**config.mk**
```make
export PLATFORM = sky130hd
export DESIGN_NAME = parallax_layer_engine_flat
export DESIGN_NICKNAME = d
export VERILOG_FILES = /design/src/rtl/parallax_layer_engine_if.sv /design/src/rtl/parallax_layer_engine.sv /design/src/flat_wrapper.sv
export SDC_FILE = /design/constraint.sdc
export NUM_CORES = 1
export LEC_CHECK = 0
export ABC_CLOCK_PERIOD_IN_PS = 2190
export CAP_MARGIN = 10
export CORE_UTILIZATION = 35
export CTS_CLUSTER_SIZE = 16
export DETAILED_ROUTE_END_ITERATION = 8
export GPL_TIMING_DRIVEN = 0
export SLEW_MARGIN = 20
export SYNTH_ARGS = -nofsm -noshare
export SYNTH_HDL_FRONTEND = slang
export SYNTH_SLANG_ARGS = --single-unit
```
**constraint.sdc**
```tcl
create_clock -name clk -period 2.19 [get_ports clk]
set_input_delay 0.219 -clock clk [delete_from_list [all_inputs] [get_ports clk]]
set_output_delay 0.219 -clock clk [all_outputs]
set_load 0.005 [all_outputs]
```
**src/rtl/parallax_layer_engine_if.sv**
```systemverilog
// Pixel-timing strobes from the sync generator and the per-pixel layer
// result returned to the palette/dither stage.
interface parallax_layer_engine_if #(
    parameter int N_LAYERS = 4
);
    localparam int LAYER_W = (N_LAYERS > 1) ? $clog2(N_LAYERS) : 1;

    logic               pix_en;
    logic               line_end;
    logic               frame_end;
    logic [9:0]         vcount;
    logic               scroll_en;
    logic               hit;
    logic [LAYER_W-1:0] layer;
    logic               border;

    modport master (
        output pix_en, line_end, frame_end, vcount, scroll_en,
        input  hit, layer, border
    );

    modport slave (
        input  pix_en, line_end, frame_end, vcount, scroll_en,
        output hit, layer, border
    );
endinterface

```
**src/rtl/parallax_layer_engine.sv**
```systemverilog
// Scrolling skyline generator: N_LAYERS LFSR-driven column profiles, each with its
// own vertical band scheduler, resolved front-to-back into one registered pixel result.
//
// Vertical scheduler (per layer)
//   state    | meaning
//   ST_IDLE  | band not reached yet this frame, cutoff = 0
//   ST_RUN   | inside the band, cutoff grows one step every 2^ROW_LOG2 lines
//   ST_SAT   | cutoff pinned at 2^HEIGHT_BITS, every column covered
module parallax_layer_engine #(
    parameter int                         N_LAYERS    = 4,
    parameter int                         LFSR_W      = 10,
    parameter logic [LFSR_W-1:0]          LFSR_TAPS   = 10'h240,
    parameter int                         HEIGHT_BITS = 4,
    parameter logic [N_LAYERS*LFSR_W-1:0] SEEDS       = {N_LAYERS{10'h3FF}},
    parameter logic [N_LAYERS*10-1:0]     START_ROW   = {10'd400, 10'd300, 10'd200, 10'd100},
    parameter logic [N_LAYERS*3-1:0]      ROW_LOG2    = {3'd2, 3'd3, 3'd3, 3'd4},
    parameter logic [N_LAYERS*3-1:0]      COL_LOG2    = {3'd5, 3'd4, 3'd3, 3'd3},
    parameter logic [N_LAYERS*3-1:0]      SCROLL_LOG2 = {3'd3, 3'd2, 3'd1, 3'd1},
    parameter int                         BORDER_W    = 2
) (
    input  logic                            clk,
    input  logic                            rst_n,
    parallax_layer_engine_if.slave          px
);

    localparam int LAYER_W = (N_LAYERS > 1) ? $clog2(N_LAYERS) : 1;
    localparam logic [HEIGHT_BITS:0] CUT_SAT = (HEIGHT_BITS + 1)'(1 << HEIGHT_BITS);

    typedef enum logic [1:0] {
        ST_IDLE = 2'd0,
        ST_RUN  = 2'd1,
        ST_SAT  = 2'd2
    } sched_t;

    // One column advance: HEIGHT_BITS LFSR shifts collapsed into a single cycle.
    function automatic logic [LFSR_W-1:0] col_adv(input logic [LFSR_W-1:0] v);
        logic [LFSR_W-1:0] r;
        r = v;
        for (int k = 0; k < HEIGHT_BITS; k++) begin
            r = {r[LFSR_W-2:0], ^(r & LFSR_TAPS)};
        end
        return r;
    endfunction

    logic [N_LAYERS-1:0] cov_w;
    logic [N_LAYERS-1:0] edge_w;

    for (genvar g = 0; g < N_LAYERS; g++) begin : g_layer
        localparam int C = int'(COL_LOG2[g*3 +: 3]);
        localparam int S = int'(SCROLL_LOG2[g*3 +: 3]);
        localparam int R = int'(ROW_LOG2[g*3 +: 3]);
        localparam logic [7:0] CMASK = 8'((1 << C) - 1);
        localparam logic [7:0] SMASK = 8'((1 << S) - 1);
        localparam logic [7:0] RMASK = 8'((1 << R) - 1);
        localparam logic [LFSR_W-1:0] SEED = SEEDS[g*LFSR_W +: LFSR_W];
        localparam logic [9:0] SROW = START_ROW[g*10 +: 10];

        logic [LFSR_W-1:0]    lfsr_q, lfsr_d, lfsr_b_q, lfsr_b_d;
        logic [7:0]           phase_q, phase_d, phase_b_q, phase_b_d;
        logic [7:0]           fdiv_q, fdiv_d;
        logic [7:0]           rowcnt_q;
        logic [HEIGHT_BITS:0] cutoff_q;
        sched_t               state_q;
        logic                 vborder, hborder;

        // Frame-rate scroll chain: fdiv -> phase_b -> lfsr_b.
        always_comb begin
            fdiv_d    = fdiv_q;
            phase_b_d = phase_b_q;
            lfsr_b_d  = lfsr_b_q;
            if (px.frame_end && px.scroll_en) begin
                fdiv_d = (fdiv_q + 8'd1) & SMASK;
                if (fdiv_d == 8'd0) begin
                    phase_b_d = (phase_b_q + 8'd1) & CMASK;
                    if (phase_b_d == 8'd0) begin
                        lfsr_b_d = col_adv(lfsr_b_q);
                    end
                end
            end
        end

        // The line reload takes the post-scroll base so a new frame starts on fresh state.
        always_comb begin
            lfsr_d  = lfsr_q;
            phase_d = phase_q;
            if (px.line_end) begin
                lfsr_d  = lfsr_b_d;
                phase_d = phase_b_d;
            end else if (px.pix_en) begin
                phase_d = (phase_q + 8'd1) & CMASK;
                if (phase_q == CMASK) begin
                    lfsr_d = col_adv(lfsr_q);
                end
            end
        end

        always_ff @(posedge clk or negedge rst_n) begin
            if (!rst_n) begin
                lfsr_q    <= SEED;
                lfsr_b_q  <= SEED;
                phase_q   <= 8'd0;
                phase_b_q <= 8'd0;
                fdiv_q    <= 8'd0;
            end else begin
                lfsr_q    <= lfsr_d;
                lfsr_b_q  <= lfsr_b_d;
                phase_q   <= phase_d;
                phase_b_q <= phase_b_d;
                fdiv_q    <= fdiv_d;
            end
        end

        always_ff @(posedge clk or negedge rst_n) begin
            if (!rst_n) begin
                state_q  <= ST_IDLE;
                rowcnt_q <= 8'd0;
                cutoff_q <= '0;
            end else if (px.frame_end) begin
                state_q  <= ST_IDLE;
                rowcnt_q <= 8'd0;
                cutoff_q <= '0;
            end else if (px.line_end) begin
                case (state_q)
                    ST_IDLE: begin
                        if (px.vcount == SROW) begin
                            state_q  <= ST_RUN;
                            rowcnt_q <= 8'd0;
                            cutoff_q <= (HEIGHT_BITS + 1)'(1);
                        end
                    end
                    ST_RUN: begin
                        rowcnt_q <= (rowcnt_q + 8'd1) & RMASK;
                        if (rowcnt_q == RMASK) begin
                            cutoff_q <= cutoff_q + 1'b1;
                            if (cutoff_q == CUT_SAT - 1'b1) begin
                                state_q <= ST_SAT;
                            end
                        end
                    end
                    ST_SAT: begin
                        cutoff_q <= CUT_SAT;
                    end
                    default: begin
                        state_q  <= ST_IDLE;
                        cutoff_q <= '0;
                    end
                endcase
            end
        end

        assign vborder   = (state_q == ST_RUN) && ((rowcnt_q == 8'd0) || (rowcnt_q == RMASK));
        assign hborder   = phase_q < 8'(BORDER_W);
        assign cov_w[g]  = {1'b0, lfsr_q[HEIGHT_BITS-1:0]} < cutoff_q;
        assign edge_w[g] = vborder | hborder;
    end

    logic               hit_q, hit_d;
    logic [LAYER_W-1:0] layer_q, layer_d;
    logic               border_q, border_d;

    // Walk back to front so the frontmost covering layer is the one left standing.
    always_comb begin
        hit_d    = 1'b0;
        layer_d  = '0;
        border_d = 1'b0;
        if (px.pix_en) begin
            for (int i = N_LAYERS - 1; i >= 0; i--) begin
                if (cov_w[i]) begin
                    hit_d    = 1'b1;
                    layer_d  = LAYER_W'(i);
                    border_d = edge_w[i];
                end
            end
        end
    end

    always_ff @(posedge clk or negedge rst_n) begin
        if (!rst_n) begin
            hit_q    <= 1'b0;
            layer_q  <= '0;
            border_q <= 1'b0;
        end else begin
            hit_q    <= hit_d;
            layer_q  <= layer_d;
            border_q <= border_d;
        end
    end

    assign px.hit    = hit_q;
    assign px.layer  = layer_q;
    assign px.border = border_q;

endmodule

```
**src/flat_wrapper.sv**
```systemverilog
// flat-port wrapper written by rule: the top's interface ports become plain ports
module parallax_layer_engine_flat 
#(
    parameter int                         N_LAYERS    = 4,
    parameter int                         LFSR_W      = 10,
    parameter logic [LFSR_W-1:0]          LFSR_TAPS   = 10'h240,
    parameter int                         HEIGHT_BITS = 4,
    parameter logic [N_LAYERS*LFSR_W-1:0] SEEDS       = {N_LAYERS{10'h3FF}},
    parameter logic [N_LAYERS*10-1:0]     START_ROW   = {10'd400, 10'd300, 10'd200, 10'd100},
    parameter logic [N_LAYERS*3-1:0]      ROW_LOG2    = {3'd2, 3'd3, 3'd3, 3'd4},
    parameter logic [N_LAYERS*3-1:0]      COL_LOG2    = {3'd5, 3'd4, 3'd3, 3'd3},
    parameter logic [N_LAYERS*3-1:0]      SCROLL_LOG2 = {3'd3, 3'd2, 3'd1, 3'd1},
    parameter int                         BORDER_W    = 2
)
  (clk, rst_n, px_pix_en, px_line_end, px_frame_end, px_vcount, px_scroll_en, px_hit, px_layer, px_border);
  parallax_layer_engine_if #(.N_LAYERS(N_LAYERS)) px_i ();
  input  logic clk;
  input  logic rst_n;
  input wire logic [$bits(px_i.pix_en)-1:0] px_pix_en;
  input wire logic [$bits(px_i.line_end)-1:0] px_line_end;
  input wire logic [$bits(px_i.frame_end)-1:0] px_frame_end;
  input wire logic [$bits(px_i.vcount)-1:0] px_vcount;
  input wire logic [$bits(px_i.scroll_en)-1:0] px_scroll_en;
  output wire logic [$bits(px_i.hit)-1:0] px_hit;
  output wire logic [$bits(px_i.layer)-1:0] px_layer;
  output wire logic [$bits(px_i.border)-1:0] px_border;
  assign px_i.pix_en = px_pix_en;
  assign px_i.line_end = px_line_end;
  assign px_i.frame_end = px_frame_end;
  assign px_i.vcount = px_vcount;
  assign px_i.scroll_en = px_scroll_en;
  assign px_hit = px_i.hit;
  assign px_layer = px_i.layer;
  assign px_border = px_i.border;
  parallax_layer_engine #(.N_LAYERS(N_LAYERS), .LFSR_W(LFSR_W), .LFSR_TAPS(LFSR_TAPS), .HEIGHT_BITS(HEIGHT_BITS), .SEEDS(SEEDS), .START_ROW(START_ROW), .ROW_LOG2(ROW_LOG2), .COL_LOG2(COL_LOG2), .SCROLL_LOG2(SCROLL_LOG2), .BORDER_W(BORDER_W)) u_core (.clk(clk), .rst_n(rst_n), .px(px_i));
endmodule
```
# After elaboration in Yosys (flattened, before gate mapping)
# Index checks and enable logic that the tools add are counted.
dict set report totals {
  ff_bits 215
  wordCells 305
  input_bits 16
  output_inout_bits 4
}
dict set report op_classes {
  mux 115
  bitwise_logic 4
  n_addsub 20
  n_eq_ne 40
  n_lt_le_gt_ge 8
  reduce_logical 83
}
# operator n
set op_table {}
lappend op_table {{$reduce_xor 10->1} 32}
lappend op_table {{$mux 10} 24}
lappend op_table {{$mux 8} 28}
lappend op_table {{$logic_not 8->1} 12}
lappend op_table {{$mux 5} 16}
lappend op_table {{$pmux 8 s2} 4}
lappend op_table {{$pmux 5 s3} 4}
lappend op_table {{$mux 2} 25}
lappend op_table {{$ne 3x2->1 const B} 12}
lappend op_table {{$eq 8x3->1 const B} 4}
lappend op_table {{$lt 8x2->1 const B} 4}
lappend op_table {{$add 5x1->5 const B} 6}
lappend op_table {{$pmux 2 s3} 4}
lappend op_table {{$reduce_and 3->1} 8}
lappend op_table {{$add 3x1->3 const B} 7}
lappend op_table {{$eq 10x9->1 const B} 2}
lappend op_table {{$eq 5x4->1 const B} 4}
lappend op_table {{$lt 4x5->1} 4}
lappend op_table {{$reduce_and 5->1} 4}
lappend op_table {{$eq 8x4->1 const B} 2}
lappend op_table {{$add 4x1->4 const B} 3}
lappend op_table {{$reduce_bool 2->1} 6}
lappend op_table {{$reduce_bool 3->1} 4}
lappend op_table {{$eq 10x7->1 const B} 1}
lappend op_table {{14 further kinds} 50}

# Depth between registers and ports, before layout
# Gate-level depths: netlist of the first run.
dict set report logic_depth {
  ltp_word 9
  depth_mapped 8
  mapped_depth_nobuf 8
}

# Worst setup path after synthesis of the first run
# Ideal clock, no wire load.
dict set report synth_path {
  kind {register to register}
  startpoint {reg u_core.g_layer[3].fdiv_q[0]}
  endpoint {reg u_core.g_layer[3].lfsr_q[3]}
  required_ns 2.113
  path_buffers 1
  stages_incl_launch_ff 9
  arrival_ns 1.918
  setup_time_ns 0.077
  synth_period_minus_slack_ns 1.995
  slack_ns 0.195
  cell_sequence {dfrtp_1 -> ha_1 -> xnor2_1 -> and3_1 -> buf_4 -> nand3_2 -> a21oi_4 -> mux2_2 -> a21o_1}
}
dict set report synth_between {
  elab_chain_cells 5
}
# item line_no
set synth_rtl {}
lappend synth_rtl {{start: declaration} parallax_layer_engine.sv:60} ;# logic [7:0] fdiv_q, fdiv_d;
lappend synth_rtl {{start signal: assignment} parallax_layer_engine.sv:109} ;# fdiv_q <= fdiv_d;
lappend synth_rtl {{$add 3x1->3} parallax_layer_engine.sv:72} ;# fdiv_d = (fdiv_q + 8'd1) & SMASK;
lappend synth_rtl {{$logic_not 8->1} parallax_layer_engine.sv:73} ;# if (fdiv_d == 8'd0) begin
lappend synth_rtl {{$mux 10} parallax_layer_engine.sv:73}
lappend synth_rtl {{$mux 10} parallax_layer_engine.sv:71} ;# if (px.frame_end && px.scroll_en) begin
lappend synth_rtl {{via u_core.g_layer[3].lfsr_b_d[3]} parallax_layer_engine.sv:58} ;# logic [LFSR_W-1:0] lfsr_q, lfsr_d, lfsr_b_q, lfsr_b_d;
lappend synth_rtl {{$mux 10} parallax_layer_engine.sv:86} ;# if (px.line_end) begin
lappend synth_rtl {{end signal: assignment} parallax_layer_engine.sv:105} ;# lfsr_q <= lfsr_d;
lappend synth_rtl {{end: declaration} parallax_layer_engine.sv:58}
# The timed path passes the listed nets, and every way through them passes these cells.
# A chain may end at the register's enable or synchronous reset.

# Worst setup path in the final report of the first run
dict set report layout_path {
  startpoint {reg u_core.g_layer[3].fdiv_q[1]}
  endpoint {reg u_core.g_layer[3].lfsr_q[3]}
}
# Same word-level chain as after synthesis.

==> results of run 1 <==
-- layer usage --
layer	wire length [um]	vias to the layer above	global-route usage, %
met5	0	-	0
met4	193	0	4.95
met3	548	13	3.40
met2	9450	67	24.0
met1	10100	3142	21.0
li1	-	3195	-
-- flip-flops by register name, indices dropped and copies added, names as in the netlist --
register / flops
u_core.g_layer.lfsr_b_q: 40
u_core.g_layer.state_q: 8
u_core.g_layer.rowcnt_q: 12
u_core.g_layer.phase_q: 32
u_core.px.hit: 1
u_core.g_layer.phase_b_q: 32
u_core.g_layer.cutoff_q: 20
u_core.px.layer: 2
u_core.px.border: 1
u_core.g_layer.lfsr_q: 40
u_core.g_layer.fdiv_q: 7
-- cells in the mapped netlist (all sizes together), types with 4 or more instances --
cell	count	area, um^2
a211oi	11	82.6
ha	42	526
and2	12	75.1
dfstp	80	2100
a22o	17	150
nor2	55	206
nor3	6	35.0
nand2b	8	50.1
and3	9	56.3
buf	15	90.1
xor2	16	140
mux2	42	473
o211ai	4	30.0
nand2	104	390
nor4	6	37.5
nand3	15	80.1
clkbuf	22	82.6
xnor2	45	394
inv	30	113
a21oi	27	154
o31ai	4	30.0
or4	5	41.3
dfrtp	115	2880
nand4	11	68.8
o21ai	87	443
nor3b	5	37.5
mux2i	40	400
nor2b	11	68.8
a21o	17	128
-- worst paths after layout --
| check | start | end | slack [ns] | cells after the start |
|---|---|---|---|---|
| worst max-delay path | u_core.g_layer[3].fdiv_q[1] | u_core.g_layer[3].lfsr_q[3] | 0.12 | 9 |
| worst min-delay path | px_pix_en | u_core.px.hit | 0.10 | 3 |
| worst max register to register | u_core.g_layer[3].fdiv_q[1] | u_core.g_layer[3].lfsr_q[3] | 0.12 | 9 |
| worst min register to register | u_core.g_layer[1].phase_b_q[4] | u_core.g_layer[1].phase_b_q[4] | 0.48 | 1 |
| max in group asynchronous | rst_n | u_core.g_layer[0].lfsr_q[5] | 0.82 | 4 |
| min in group asynchronous | rst_n | u_core.g_layer[0].rowcnt_q[0] | 0.27 | 2 |
-- cell type report --
type                    count  area [um^2]
multi-input cells         625         4360
well taps                 341          427
clock buffers              18          450
flip-flops and latches    195         4980
inverters                  30          113
repair buffers             30          330
clock inverters            14          118
plain buffers              37          178
fillers                  2563        16000
-- per-stage QoR --
stage	total power (uW)	hold WS (ns)	util, %
2_1_floorplan	5510	-0.0766	-
3_3_place_gp	6030	0.466	37.9
3_5_place_dp	6100	0.157	38.1
4_1_cts	9210	0.0712	40.3
5_1_grt	9670	0.0980	40.6
6_report	9130	0.101	40.6
-- worst min-delay path, cell delays in order --
cell and delay (ns):
buf_6 0.13, inv_1 0.07, a21oi_1 0.06
-- cells by family (layout without fill, tap and decap cells) --
logic type,count (synthesis),after routing
simple gates,255,255
xor+xnor,61,61
mux,82,82
flops,195,195
fa+ha+maj,42,42
compound gates,185,185
buf+inv,67,129
-- power breakdown --
group | leakage, uW | total [uW] | switching [uW] | internal [uW]
Sequential | 0.00235 | 4350 | 354 | 4000
Combinational | 0.00210 | 1720 | 925 | 799
Clock | 0.000285 | 3060 | 1490 | 1570
-- what timing repair did --
item,4_1_cts,5_1_grt
resized for setup,3,6
buffers inserted,1,8
endpoints found under the setup margin,14,22
pin swaps,0,2
hold buffers,1,0
endpoints found under the hold margin,29,0
==> impl_metrics.toml, run 1 <==
[worst_setup_path]
slowest_stage = "dfrtp_1"
arrival_ns = 2.43
worstPathMaxFanout = 10
path_class = "register to register"
worstPathCellList = "ha_1 > xnor2_1 > and3_1 > buf_6 > nand3_2 > a21oi_4 > buf_12 > mux2_2 > a21o_1"
max_stage_delay_ns = 0.40
critPathLaunchType = "register"
cp_top_family = "flip-flops"
required_ns = 2.56
critical_path_buf_inv_count = 2
worstSetupEndpointType = "register"

[place]
placedCellCount = 1248
gp_congestion = 0.783
place_hpwl_um = 14300
pre_cts_slack_ns = -0.486
port_buffers = 18
dpl_cell_area_mm2 = 0.0103

[power]
ir_drop_mv = 0.566
powerDensity_mw_per_mm2 = 834
p_leak_uw = 0.00474

[global_route]
grt_pass1_vias = 6541
grt_pass1_wl_um = 33900
grt_overflow = 0
grt_use_total_pct = 15.3
antenna_found_initial = 0
grt_max_degree = 92

[final_layout]
fin_cells = 1290
final_cell_mix = "dfrtp_1, nand2_1, o21ai_0, dfstp_2, nor2_1"
synthToLayoutAreaGrowth_pct = 14.1
layout_commonest_cell = "dfrtp_1"
antennaDiodeCount = 0
postLayoutCellArea_mm2 = 0.0110
nets = 994
drive_gt1_share_pct = 20.5

[synth]
muxShareOfSynthArea_pct = 9.10
synth-seq-cells = 195
synthDistinctLibCells = 58
synth_adder_area_share_pct = 5.48
synth_area_mm2 = 0.00960
ys_async_sr_fraction_pct = 100
avgSynthCellArea_um2 = 10.8
synth-edff-count = 0
yosys_warnings = 0
synth_top_family_by_area = "simple AND/OR/NAND/NOR gates"
mappedNetlistNets = 945
netlist_instances = 887
synth_flop_cell = "dfrtp_1"
synth-xor-area-share_pct = 5.57
synth_compound_area_share_pct = 12.2
yosysSeqAreaShare_pct = 51.9
synth-simple-area-share_pct = 12.8

[status]
status = "complete, no violations"

[routing]
wl_per_cell_um = 15.7
first_pass_iters = 4
drt.antenna.violating_nets = 0
viasPerCell = 4.97
drc = 0
drt-total-wl_um = 20300
drt_iter0_drc = 381
vias = 6417

[floorplanning]
dieArea_mm2 = 0.0281
coreArea_mm2 = 0.0270
rows = 60
initial_core_util_pct = 35.6
die_h_um = 168
num_io_pins = 20
fp.dieW_um = 168

[clock_network]
cts_made_buffers = 17
clkLatencyLatePin_ns = 0.44
clkTransAtPathRegs_ns = 0.07
cts_max_level = 4
cts_tree = "done"
cts_sinks = 195
clockBufferDepth = 2
cts-root-buf = "clkbuf_16"

[timing]
tightest_slew_ns = 0.733
period_needed_ns = 2.07
finalHoldViolCount = 0
slew_headroom_pct = 51.1
fin_crit_sh_pct = 94.4
setup_ws_ns = 0.123
fmax_mhz = 484
skew_ns = 0.0113
finalMaxSlewViolations = 0
fin_tns_setup_ns = 0
setup_viol_count_final = 0

[run]
cap_violations = 0

[hold_path]
hold_class = "primary input to register"
(Power assumes the default switching activity.)
==> run 2: changes to the inputs <==
--- a/config.mk
+++ b/config.mk
@@ -11,6 +11,7 @@
 export CTS_CLUSTER_SIZE = 16
 export DETAILED_ROUTE_END_ITERATION = 8
 export GPL_TIMING_DRIVEN = 0
+export REMOVE_ABC_BUFFERS = 1
 export SLEW_MARGIN = 20
 export SYNTH_ARGS = -nofsm -noshare
 export SYNTH_HDL_FRONTEND = slang
==> impl_metrics.toml, run 2 (synthesis gave the netlist of run 1 again) <==
[place]
place_hpwl_um = 12200
gp_congestion = 0.747
port_buffers = 19

[global_route]
grt_pass1_vias = 6345
grt_use_total_pct = 14.2
grt_max_degree = 72
grt_pass1_wl_um = 32200
grt_overflow = 0
antenna_found_initial = 1

[floorplanning]
coreArea_mm2 = 0.0270
fp.dieW_um = 168
die_h_um = 168
initial_core_util_pct = 35.6
rows = 60
dieArea_mm2 = 0.0281
num_io_pins = 20

[hold_path]
hold_end = "u_core.g_layer[3].lfsr_q[9]"
hold_class = "primary input to register"
hold_depth = 2
min_from = "px_line_end"

[routing]
first_pass_iters = 4
viasPerCell = 5.02
drt.antenna.violating_nets = 0
vias = 6318
wl_per_cell_um = 14.7
drt_iter0_drc = 311
drt-total-wl_um = 18600
drc = 0

[worst_setup_path]
cp_common_cell = "o21ai_1"
max_stage_delay_ns = 0.54
worstSetupEndpointType = "register"
path_class = "register to register"
reg2regPathDepth = 7
slowest_stage = "dfstp_2"
worstPathCellList = "ha_2 > o21ai_1 > o21ai_1 > o211ai_1 > o21ai_1 > o211a_1 > o31ai_4"
required_ns = 2.52
critPathLaunchType = "register"
cp_top_family = "compound AO/OA/AOI/OAI gates"
r2r-end = "u_core.px.border"
arrival_ns = 2.41
reg2reg_from = "u_core.g_layer[2].lfsr_q[1]"
worstPathMaxFanout = 3
critical_path_buf_inv_count = 0
r2r_slack_ns = 0.11

[power]
ir_drop_mv = 0.509
powerDensity_mw_per_mm2 = 849
p_leak_uw = 0.00470

[timing]
finalHoldViolCount = 0
skew_ns = 0.00986
fmax_mhz = 480
finalMaxSlewViolations = 0
tightest_slew_ns = 0.821
period_needed_ns = 2.08
fin_tns_setup_ns = 0
setup_viol_count_final = 0
fin_crit_sh_pct = 95.2
slew_headroom_pct = 45.2

[final_layout]
final_cell_mix = "dfrtp_1, nand2_1, o21ai_0, dfstp_2, nor2_1"
reg_top3 = "u_core.g_layer.lfsr_b_q x40, u_core.g_layer.lfsr_q x40"
fin_util_pct = 40.5
synthToLayoutAreaGrowth_pct = 13.7
layout_commonest_cell = "dfrtp_1"
drive_gt1_share_pct = 21.2
antennaDiodeCount = 0
nets = 963

[clock_network]
clockBufferDepth = 2
cts_tree = "done"
cts-root-buf = "clkbuf_16"
cts_made_buffers = 17
cts_max_level = 4
clkTransAtPathRegs_ns = 0.07
clkLatencyLatePin_ns = 0.44
cts_sinks = 195

[run]
cap_violations = 0

[status]
status = "complete, no violations"
## run 2: cell count changes in the layout (fill, tap and decap cells not counted), moves of 2 or more
cell and change:
clkbuf_1 -20, buf_2 -5, buf_1 -4, clkinvlp_4 +4
inv_6 -3, buf_6 -2, bufinv_16 +2, clkdlybuf4s50_1 -2
clkinv_2 -2, inv_8 -2
## run 2: timing repair
item / in CTS / in global routing
hold buffers: 1 / 0
resized for setup: 8 / 7
endpoints found under the hold margin: 30 / 0
pin swaps: 3 / 6
setup endpoints to repair: 42 / 25
setup buffers: 4 / 9
## run 2: power by group
part / switching (uW) / internal, uW
sequential: 416 / 4000
combinational: 867 / 796
clock: 1450 / 1730
total: 2730 / 6530
## run 2: metal layers
metal | wire length, um | share of wire [%] | GRT usage, % | up-vias
met4 | 227 | 1.2 | 4.43 | 0
met3 | 470 | 2.5 | 2.58 | 20
met1 | 9500 | 51 | 19.9 | 3100
met5 | 0 | 0 | 0 | -
met2 | 8360 | 45 | 22.1 | 60
li1 | - | - | - | 3138
## run 2: layout make-up
cell class,count,area (um^2)
clock inverters,13,151
inverters,30,113
clock buffers,19,443
well taps,341,427
multi-input cells,625,4390
flip-flops and latches,195,4980
fillers,2551,16000
repair buffers,36,408
## run 2: per-stage QoR
step,hold slack (ns),cells,cell area (um^2),power (uW),setup WS [ns]
floorplan,-0.0766,850,9430,5450,0.133
global placement,0.466,1210,10000,6010,-7.44
detailed placement,0.189,1213,10100,6070,-0.929
CTS,0.202,1250,10800,9350,0.000655
global route,0.239,1259,10900,9810,-0.0135
finish,0.216,1259,10900,9260,0.105
## run 2: how the worst max path moves through the flow
stage,startpoint,endpoint,slack (ns),cells past startpoint
after detailed placement,px_pix_en,u_core.g_layer[2].lfsr_q[1],-0.93,6
after floorplan,u_core.g_layer[3].fdiv_q[0],u_core.g_layer[3].lfsr_q[3],0.13,7
after global routing,u_core.g_layer[2].lfsr_q[1],u_core.px.border,-0.01,7
after global placement,rst_n,u_core.g_layer[0].phase_q[0],-7.44,1
final,u_core.g_layer[2].lfsr_q[1],u_core.px.border,0.11,7
after CTS,u_core.g_layer[0].phase_q[5],u_core.g_layer[0].lfsr_q[7],0.0007,4
==> run 3: changes to the inputs <==
--- a/config.mk
+++ b/config.mk
@@ -7,10 +7,12 @@
 export LEC_CHECK = 0
 export ABC_CLOCK_PERIOD_IN_PS = 2190
 export CAP_MARGIN = 10
-export CORE_UTILIZATION = 35
+export CORE_MARGIN = 2
+export CORE_UTILIZATION = 55
 export CTS_CLUSTER_SIZE = 16
 export DETAILED_ROUTE_END_ITERATION = 8
 export GPL_TIMING_DRIVEN = 0
+export PLACE_DENSITY = 0.72
 export REMOVE_ABC_BUFFERS = 1
 export SLEW_MARGIN = 20
 export SYNTH_ARGS = -nofsm -noshare
==> impl_metrics.toml, run 3 (synthesis gave the netlist of run 1 again) <==
[clock_network]
clkTransAtPathRegs_ns = 0.07
cts_tree = "done"
clkLatencyLatePin_ns = 0.43
cts_sinks = 195
cts_max_level = 4
cts-root-buf = "clkbuf_16"
cts_made_buffers = 17
clockBufferDepth = 2

[timing]
setup_viol_count_final = 0
tightest_slew_ns = 0.784
slew_headroom_pct = 47.7
fin_tns_setup_ns = 0
finalMaxSlewViolations = 0
period_needed_ns = 2.09
fin_crit_sh_pct = 95.3
fmax_mhz = 479
skew_ns = 0.00645
finalHoldViolCount = 0

[final_layout]
antennaDiodeCount = 0
postLayoutCellArea_mm2 = 0.0107
final_cell_mix = "dfrtp_1, nand2_1, o21ai_0, dfstp_2, nor2_1"
nets = 957
drive_gt1_share_pct = 20.4
reg_top3 = "u_core.g_layer.lfsr_b_q x40, u_core.g_layer.lfsr_q x40"
synthToLayoutAreaGrowth_pct = 11.7
fin_util_pct = 62.4
layout_commonest_cell = "dfrtp_1"

[floorplanning]
die_h_um = 136
initial_core_util_pct = 55.9
rows = 48
num_io_pins = 20
dieArea_mm2 = 0.0185
coreArea_mm2 = 0.0172
fp.dieW_um = 136

[worst_setup_path]
cp_top_family = "flip-flops"
arrival_ns = 2.45
worstSetupEndpointType = "register"
critPathLaunchType = "register"
path_class = "register to register"
slowest_stage = "dfrtp_1"
worstPathMaxFanout = 10
max_stage_delay_ns = 0.41
critical_path_buf_inv_count = 1
required_ns = 2.55
worstPathCellList = "ha_1 > xnor2_1 > and3_4 > nand3_2 > a21oi_4 > buf_12 > mux2_2 > a21o_1"

[power]
finalPower_uw = 9270
p_leak_uw = 0.00468
ir_drop_mv = 0.578
powerDensity_mw_per_mm2 = 865

[routing]
drt_iter0_drc = 382
first_pass_iters = 4
vias = 6314
drc = 0
drt-total-wl_um = 18200
wl_per_cell_um = 16.0
drt.antenna.violating_nets = 0
viasPerCell = 5.55

[global_route]
grt_pass1_wl_um = 31200
antenna_found_initial = 0
grt_max_degree = 101
grt_pass1_vias = 6276
busiest_layer = "met2"
met2_usage_pct = 33.8
grt_use_met3_pct = 4.25
grt_use_total_pct = 21.2
grt_overflow = 0
grt_use_met1_pct = 30.3

[run]
cap_violations = 0

[place]
place_hpwl_um = 11800
gp_congestion = 0.835
dpl_cell_area_mm2 = 0.00996
port_buffers = 19

[status]
status = "complete, no violations"

[hold_path]
hold_class = "primary input to register"
run 3: cell types whose count changed in the layout (fill, tap and decap cells not counted), sizes merged:
cell | before | now
buf | 19 | 13
clkinvlp | 5 | 0
inv | 33 | 36
clkbuf | 19 | 21
run 3: routing by layer:
metal	up-vias	part of all wire, %
li1	3137	-
met1	3110	49
met2	53	48
met3	14	2.3
met4	0	0.82
met5	-	0
run 3: path summary, 6_finish.rpt:
check                      slack, ns  cells past startpoint                            from                             end
hold reg to reg                 0.48                      1  u_core.g_layer[0].phase_b_q[5]  u_core.g_layer[0].phase_b_q[5]
max in group asynchronous       0.90                      3                           rst_n     u_core.g_layer[3].lfsr_q[0]
setup reg to reg                0.10                      8     u_core.g_layer[3].fdiv_q[0]     u_core.g_layer[3].lfsr_q[0]
min in group asynchronous       0.38                      2                           rst_n  u_core.g_layer[1].phase_b_q[1]
hold / removal                  0.17                      3                     px_line_end     u_core.g_layer[2].lfsr_q[5]
setup / recovery                0.10                      8     u_core.g_layer[3].fdiv_q[0]     u_core.g_layer[3].lfsr_q[0]
run 3: final cells by class:
cell class / instances / area, um^2
Fill cell: 1387 / 6450
Sequential cell: 195 / 4980
Multi-Input combinational cell: 625 / 4380
Clock buffer: 21 / 472
Timing Repair Buffer: 30 / 355
Tap cell: 225 / 282
Clock inverter: 11 / 140
Inverter: 30 / 113
run 3: where the power goes:
group / internal (uW) / total [uW] / switching [uW]
logic: 768 / 1630 / 860
registers: 4000 / 4410 / 410
clock network: 1820 / 3240 / 1420
run 3: timing repair:
item / CTS / global route
hold buffers: 1 / 0
gates cloned: 0 / 0
hold endpoints to repair: 55 / 0
buffers inserted: 2 / 6
gates resized for setup: 6 / 4
pin swaps: 1 / 4
setup endpoints to repair: 31 / 39
run 3: through the flow:
stage                     setup slack [ns]  cells  hold slack (ns)
after global routing              -0.00345   1137            0.169
after detailed placement            -0.872   1096            0.288
final                                0.102   1137            0.169
after floorplan                      0.133    850          -0.0766
after CTS                          0.00326   1131            0.158
after global placement               -7.17   1094            0.466
run 3: worst reg2reg max path, delay by kind of cell (launching register included):
family | cells | cell delay (ns)
DFF | 1 | 0.41
AOI/OAI and AO/OA | 2 | 0.33
muxes | 1 | 0.35
adders and majority gates | 1 | 0.24
xor gates and xnor gates | 1 | 0.16
and+or+nand+nor | 2 | 0.38
buffers and inverters | 1 | 0.15
